==> config.mk <==
export PLATFORM = sky130hd
export DESIGN_NAME = serial_capture
export DESIGN_NICKNAME = d
export VERILOG_FILES = /design/src/rtl/serial_capture_pkg.sv /design/src/rtl/serial_capture_bit_counter.sv /design/src/rtl/serial_capture.sv
export SDC_FILE = /design/constraint.sdc
export NUM_CORES = 1
export LEC_CHECK = 0
export CORE_MARGIN = 5
export CORE_UTILIZATION = 40
export CTS_CLUSTER_SIZE = 24
export DETAILED_ROUTE_END_ITERATION = 6
export GPL_ROUTABILITY_DRIVEN = 0
export PLACE_DENSITY = 0.66
export SLEW_MARGIN = 15
export SYNTH_ARGS = -nofsm -noshare
export SYNTH_HDL_FRONTEND = slang
export SYNTH_SLANG_ARGS = --single-unit
==> constraint.sdc <==
create_clock -name clk -period 1.7 [get_ports clk]
set_input_delay 0.34 -clock clk [delete_from_list [all_inputs] [get_ports clk]]
set_output_delay 0.34 -clock clk [all_outputs]
set_load 0.005 [all_outputs]
==> src/rtl/serial_capture_pkg.sv <==
// Shared types and limits for the serial_capture block: FSM state encoding
// and the legal word-width range.
package serial_capture_pkg;

    localparam int DEPTH_MIN = 2;
    localparam int DEPTH_MAX = 32;

    typedef enum logic [1:0] {
        IDLE  = 2'd0,
        SHIFT = 2'd1,
        HOLD  = 2'd2
    } state_t;

endpackage

==> src/rtl/serial_capture_bit_counter.sv <==
// Modulo-MAX bit counter with synchronous clear and enable; o_tc flags the
// final count so the caller knows the next enabled bit completes a word.
module bit_counter #(
    parameter int MAX = 5,
    parameter int W   = $clog2(MAX + 1)
) (
    input  logic i_clk,
    input  logic i_rst_n,
    input  logic i_clr,
    input  logic i_en,
    output logic o_tc
);

    logic [W-1:0] r_count;

    assign o_tc = (r_count == W'(MAX - 1));

    always_ff @(posedge i_clk) begin
        if (!i_rst_n) begin
            r_count <= '0;
        end else if (i_clr) begin
            r_count <= '0;
        end else if (i_en) begin
            // Wraps straight to zero on the last bit, so it never reaches MAX.
            r_count <= o_tc ? '0 : r_count + 1'b1;
        end
    end

endmodule

==> src/rtl/serial_capture.sv <==
// Serial-to-parallel word capture: start-triggered shifting of DEPTH valid
// bits, then a held output word released by out_ready, with a sticky overrun.
module serial_capture
    import serial_capture_pkg::*;
#(
    parameter int DEPTH     = 5,
    parameter bit LSB_FIRST = 1'b1
) (
    input  logic             clk,
    input  logic             reset,
    input  logic             start,
    input  logic             sin,
    input  logic             sin_valid,
    input  logic             out_ready,
    input  logic             clr_overrun,
    output logic [DEPTH-1:0] out,
    output logic             out_valid,
    output logic             busy,
    output logic             overrun
);

    if (DEPTH < DEPTH_MIN || DEPTH > DEPTH_MAX) begin : g_bad_depth
        $error("serial_capture: DEPTH out of legal range");
    end

    state_t           r_state;
    state_t           w_next_state;
    logic [DEPTH-1:0] r_shift;
    logic [DEPTH-1:0] r_out;
    logic [DEPTH-1:0] w_shift_next;
    logic             r_overrun;
    logic             w_restart;
    logic             w_accept;
    logic             w_drop;
    logic             w_tc;

    // start wins over sin_valid; in HOLD it only restarts when the word is taken.
    assign w_restart = start && ((r_state == IDLE) || (r_state == SHIFT) ||
                                 ((r_state == HOLD) && out_ready));
    assign w_accept  = (r_state == SHIFT) && !start && sin_valid;
    assign w_drop    = (r_state == HOLD) && start && !out_ready;

    if (LSB_FIRST) begin : g_lsb_first
        assign w_shift_next = {sin, r_shift[DEPTH-1:1]};
    end else begin : g_msb_first
        assign w_shift_next = {r_shift[DEPTH-2:0], sin};
    end

    bit_counter #(
        .MAX (DEPTH)
    ) u_bit_counter (
        .i_clk   (clk),
        .i_rst_n (reset),
        .i_clr   (w_restart),
        .i_en    (w_accept),
        .o_tc    (w_tc)
    );

    always_comb begin
        // NOTE: assigning the default before the case keeps every path covered, so no latch is inferred.
        w_next_state = r_state;
        case (r_state)
            IDLE:    if (start) w_next_state = SHIFT;
            SHIFT:   if (w_accept && w_tc) w_next_state = HOLD;
            HOLD:    if (out_ready) w_next_state = start ? SHIFT : IDLE;
            default: w_next_state = IDLE;
        endcase
    end

    // NOTE: non-blocking assignments make every register update from pre-edge values, independent of statement order.
    always_ff @(posedge clk) begin
        if (!reset) begin
            // NOTE: the data registers are reset too, because out must read 0 after reset, not stale data.
            r_state   <= IDLE;
            r_shift   <= '0;
            r_out     <= '0;
            r_overrun <= 1'b0;
        end else begin
            r_state <= w_next_state;
            if (w_restart) begin
                r_shift <= '0;
            end else if (w_accept) begin
                r_shift <= w_shift_next;
            end
            if (w_accept && w_tc) begin
                r_out <= w_shift_next;
            end
            if (w_drop) begin
                r_overrun <= 1'b1;
            end else if (clr_overrun) begin
                r_overrun <= 1'b0;
            end
        end
    end

    assign out       = r_out;
    assign out_valid = (r_state == HOLD);
    assign busy      = (r_state == SHIFT);
    assign overrun   = r_overrun;

endmodule
# [After elaboration in Yosys (flattened, before gate mapping)]
# Index checks and enable logic that the tools add are counted.
[op_classes] addsub=1 n_eq_ne=6 mux=8 bitwise=1 n_reduce_logical=15
[ops] cell="$logic_and 1x1->1" n=7
[ops] cell="$mux 2" n=3
[ops] cell="$pmux 2 s3" n=1
[ops] cell="$ne 2x2->1 const B" n=2
[ops] cell="$add 3x1->3 const B" n=1
[ops] cell="$eq 3x3->1 const B" n=1
[ops] cell="$mux 1" n=3
[ops] cell="$mux 3" n=1
[ops] cell="$reduce_and 3->1" n=1
[ops] cell="$eq 2x1->1 const B" n=1
[ops] cell="$eq 2x2->1 const B" n=1
[ops] cell="$logic_not 1->1" n=2
[ops] cell="$logic_not 2->1" n=1
[ops] cell="$logic_or 1x1->1" n=2
[ops] cell="$ne 2x1->1 const B" n=1
[ops] cell="$reduce_bool 2->1" n=1
[ops] cell="$reduce_or 2->1" n=1
[ops] cell="$not 1->1" n=1
[word_totals] reg_bits=16 inputBits=7 output_inout_bits=8 wordCells=36

# [Longest topological paths before layout]
[depth] word_depth=6 depth_mapped=6

# [Modules after synthesis]
# From an unflattened synthesis, not the netlist that was laid out.
[hier_totals] cells_unflattened=73 area_unflattened_um2=684.4
[by_module_without_submodules] module="serial_capture" n_inst=1 cells_per_inst=54 area_per_inst_um2=516.7 seq_area_each_um2=240.2
[by_module_without_submodules] module="bit_counter" n_inst=1 cells_per_inst=19 area_per_inst_um2=167.7 seq_area_each_um2=60.1

# [Worst setup path before layout]
# No wires, ideal clock.
[synth_timing] path_type="flip-flop to flip-flop" from="register u_bit_counter.r_count[0]" to="register r_out[0] (netlist: out[0])" setup_time_ps=72 t_arrival_ps=1151 required_time_ps=1628 path_slack_ps=478 stages_incl_launch_ff=7 n_path_buf=1 path_cell_list="dfxtp_1 -> inv_1 -> ha_1 -> nand4b_1 -> nor3b_2 -> buf_4 -> mux2i_1"
[synth_between] elab_chain_cells=2
[synth_rtl] element="start, declared" line_no="serial_capture_bit_counter.sv:14" rtl="logic [W-1:0] r_count;"
[synth_rtl] element="start signal, assigned" line_no="serial_capture_bit_counter.sv:25" rtl="r_count <= o_tc ? '0 : r_count + 1'b1;"
[synth_rtl] element="$eq 3x3->1" line_no="serial_capture_bit_counter.sv:16" rtl="assign o_tc = (r_count == W'(MAX - 1));"
[synth_rtl] element="$logic_and 1x1->1" line_no="serial_capture.sv:85" rtl="if (w_accept && w_tc) begin"
[synth_rtl] element="end signal, assigned" line_no="serial_capture.sv:86" rtl="r_out <= w_shift_next;"
[synth_rtl] element="end, declared" line_no="serial_capture.sv:29" rtl="logic [DEPTH-1:0] r_out;"
# Every way passes these cells.
# A chain may end at the register's enable or synchronous reset.

# [Worst setup path in the final report]
[layout_timing] from="register r_state[1]" to="output out_valid"
[layout_between] elab_chain_cells=1
[layout_rtl] element="start, declared" line_no="serial_capture.sv:26" rtl="state_t r_state;"
[layout_rtl] element="start signal, assigned" line_no="serial_capture.sv:79" rtl="r_state <= w_next_state;"
[layout_rtl] element="$eq 2x2->1" line_no="serial_capture.sv:97" rtl="assign out_valid = (r_state == HOLD);"
[layout_rtl] element="end, declared" line_no="serial_capture.sv:17" rtl="output logic out_valid,"
# Every way passes these cells.

==> qor.log <==
[synthesis] dominant combinational cell family by area after synthesis simple AND/OR/NAND/NOR gates
[power_and_ir_drop] Static Leakage 0.309 nW
[die] height of the die 51.2 µm
[synthesis] Netlist Area Pre-Place 678 µm²
[synthesis] asr flop ratio synth 0%
[worst_setup_path] cells traversed along the worst timing path nor2b_2 > clkdlybuf4s50_1
[die] effective utilization at floorplan 43.5%
[worst_setup_path] Critical path buffers and inverters 1
[power_and_ir_drop] maximum vdd drop 508 µV
[die] die width 51.2 µm
[routing] wire per inst 12.4 µm
[power_and_ir_drop] part of the total power dissipated in sequential elements 58.5%
[synthesis] fraction of the yosys area taken by sequential cells 44.3%
[clock_network] CTS H-tree depth 1
[timing] final count of negative-setup-slack endpoints 0
[synthesis] distinct cell type count of the synthesized netlist 22
[final_layout] net count reported at finish 97
[timing] Max-Slew Margin vs Limit 83.4%
[synthesis] adder and majority gate portion of the synthesized area 3.69%
[power_and_ir_drop] Comb power frac 8.4%
[timing] period utilization 96.1%
[worst_setup_path] required arrival time at the worst endpoint 1.36 ns
[timing] final hold viol count 0
[worst_setup_path] cell at the slowest stage of the critical path sky130_fd_sc_hd__clkdlybuf4s50_1
[worst_setup_path] startpoint class of the critical path flip-flop
[die] number of rows created at floorplan 14
[timing] Sum Neg Setup Slack 0 ns
[clock_network] CTS tree done
[power_and_ir_drop] Internal Dissipation 0.472 mW
[power_and_ir_drop] proportion of power drawn by the clock network 33.1%
[synthesis] post-synthesis mux area share 14.8%
[routing] residual antenna-violating net count after detailed routing 0
[synthesis] mean post-synth cell area 10.1 µm²
[worst_setup_path] kind of end point of the critical path primary output
[worst_hold_path] type of the tightest min-delay check flip-flop to flip-flop
[synthesis] Post-Syn Instances 67
[timing] clock tree skew after final layout 0.000730 ns
[clock_network] number of CTS-inserted buffers 3
[power_and_ir_drop] total power consumption of the routed design 0.606 mW
[routing] total DRC errors in the routed layout 0
[synthesis] share of the synthesized area in compound gates (AO/OA/AOI/OAI) 7.75%
[routing] via-per-instance ratio 5.06
[worst_setup_path] Critical Path Fanout Max 7
[timing] number of slew-limit violations in the final report 0
[clock_network] TritonCTS sink count 15
[final_layout] fraction of layout cells with a size suffix above 1 18.4%
[global_route] first-pass GRT wire length 2150 µm
[clock_network] root buffer cell sky130_fd_sc_hd__clkbuf_4
[timing] minimum clock period 1.63 ns
[synthesis] FF+latch count, synth 15
[synthesis] post-synthesis xor/xnor area fraction 1.29%
[global_route] initial antenna violation count 0
[global_route] remaining global-route overflow 0
[worst_setup_path] critical path arrival 1.29 ns
[synthesis] synthesized net count 76
[timing] Tightest Pin Transition 0.249 ns
[die] count of pins on the block boundary 15
[placed_design] Post-DP HPWL 888 µm
[global_route] GR Util All Layers 10.6%
[synthesis] simple-gate share of the synthesized area 23.8%
[global_route] maximum number of pins on one net before global-route repair 12
[power_and_ir_drop] fraction of power spent switching nets 22.1%
[final_layout] signed area change from the synthesized netlist to the final layout 31.2%
[worst_setup_path] Worst path max stage delay 0.49 ns
[final_layout] count of antenna diodes in the layout 0
[routing] Vias 521
[worst_setup_path] kind of critical path flip-flop to primary output
[clock_network] clock slew seen by the registers of the worst setup and hold paths 0.09 ns
[die] DIE AREA 2620 µm²
[clock_network] number of setup buffers added after CTS 0
[flow_run] max capacitance violation total 0
[power_and_ir_drop] Sw Pwr 0.134 mW
[die] core area 1560 µm²
[routing] Routed Wire Length 1280 µm
[synthesis] Post-synth EDFFs 0
[synthesis] most used flip-flop cell after synthesis sky130_fd_sc_hd__dfxtp_1
[timing] RSZ-0062 raised after global routing false
[synthesis] Syn. warnings 0
[clock_network] Skew-Pair Late Insertion Delay 0.27 ns
[timing] maximum clock frequency 0.612 GHz
[routing] 1st-iter DRT viols 7
[clock_network] Bufs on Longest Clock Path 2
[worst_setup_path] minimum setup slack among reg-to-reg paths 0.32 ns
[worst_setup_path] family with the most delay on the worst path buffers and inverters
[routing] Detailed Routing Iterations Pass 1 4
[outcome] run status finished clean
[global_route] via count of the first global-routing pass 504
[power_and_ir_drop] pwr/cell area 681 nW/µm²
[placed_design] IO Port Bufs 14
## power by group through the flow
stage | clock network, mW | registers [mW] | logic (mW)
6_report | 0.201 | 0.355 | 0.0508
5_1_grt | 0.219 | 0.356 | 0.0554
4_1_cts | 0.203 | 0.356 | 0.0507
3_5_place_dp | 0 | 0.365 | 0.0505
3_3_place_gp | 0 | 0.365 | 0.0497
2_1_floorplan | 0 | 0.364 | 0.0226
## stage by stage
| stage | setup WS (ns) | utilization [%] | hold WS (ns) | area, µm² | cells |
|---|---|---|---|---|---|
| floorplan | 0.478 | - | 0.437 | 678 | 67 |
| global placement | 0.0597 | 54.7 | 0.447 | 853 | 99 |
| detailed placement | 0.0380 | 54.7 | 0.448 | 853 | 99 |
| CTS | 0.00776 | 56.5 | 0.467 | 881 | 103 |
| global route | 0.00607 | 57.1 | 0.483 | 890 | 103 |
| finish | 0.0667 | 57.1 | 0.464 | 890 | 103 |
## kinds of logic (layout without fill, tap and decap cells)
kind of cell             Yosys count  in the layout
AND/OR/NAND/NOR                   27             27
multiplexers                      10             10
adder cells (fa/ha/maj)            2              2
XOR/XNOR                           1              1
AO/OA/AOI/OAI                      7              7
buffers and inverters              5             25
flip-flops                        15             15
## synth_stat cells, types with 2 or more instances
| library cell | n | area share, % |
|---|---|---|
| sky130_fd_sc_hd__mux2i_1 | 10 | 15 |
| sky130_fd_sc_hd__nor2b_1 | 5 | 4.6 |
| sky130_fd_sc_hd__dfxtp_1 | 15 | 44 |
| sky130_fd_sc_hd__nor3_2 | 3 | 4.4 |
| sky130_fd_sc_hd__nor2_1 | 4 | 2.2 |
| sky130_fd_sc_hd__nand2_1 | 10 | 5.5 |
| sky130_fd_sc_hd__ha_1 | 2 | 3.7 |
| sky130_fd_sc_hd__inv_1 | 2 | 1.1 |
| sky130_fd_sc_hd__a21oi_1 | 3 | 2.2 |
## layer usage
metal	GRT usage (%)	vias to the layer above	routed length, µm
met5	0	-	0
met4	4.04	0	4
met3	3.20	2	61
met2	15.2	11	575
met1	14.8	239	635
li1	-	269	-
## placed cells by master, fill, tap and decap left out, drive strengths merged, types with 3 or more instances in the layout
cell type and count:
a21oi 3, buf 5, clkbuf 4, clkdlybuf4s50 14
dfxtp 15, mux2i 10, nand2 10, nor2 4
nor2b 5, nor3 3
## state kept, by name, indices dropped and copies added (netlist names)
register,count
out,5
overrun,1
r_shift,4
r_state,2
u_bit_counter.r_count,3
## final timing paths
kind                                          startpoint         to  depth (start not counted)
worst min register to register                    out[0]     out[0]                          2
worst min-delay path                              out[0]     out[0]                          2
worst max register to register  u_bit_counter.r_count[0]     out[3]                          6
worst max-delay path                          r_state[1]  out_valid                          2
## final cells by class
| cell class | instances | area, µm² |
|---|---|---|
| sequential | 15 | 308 |
| multi-input combinational | 47 | 350 |
| fill | 134 | 669 |
| clock buffer | 4 | 26.3 |
| inverter | 2 | 7.51 |
| timing repair buffer | 19 | 178 |
| tap | 16 | 20.0 |
## worst min-delay path: stages (launching register included)
cell	delay (ns)
sky130_fd_sc_hd__dfxtp_1	0.32
sky130_fd_sc_hd__nand2_1	0.05
sky130_fd_sc_hd__mux2i_1	0.05
## what timing repair did
item                                    in CTS  in global routing
hold buffers                                 0                  0
endpoints found under the setup margin       1                  2
gates resized for setup                      1                  4
(Power assumes the default switching activity.)
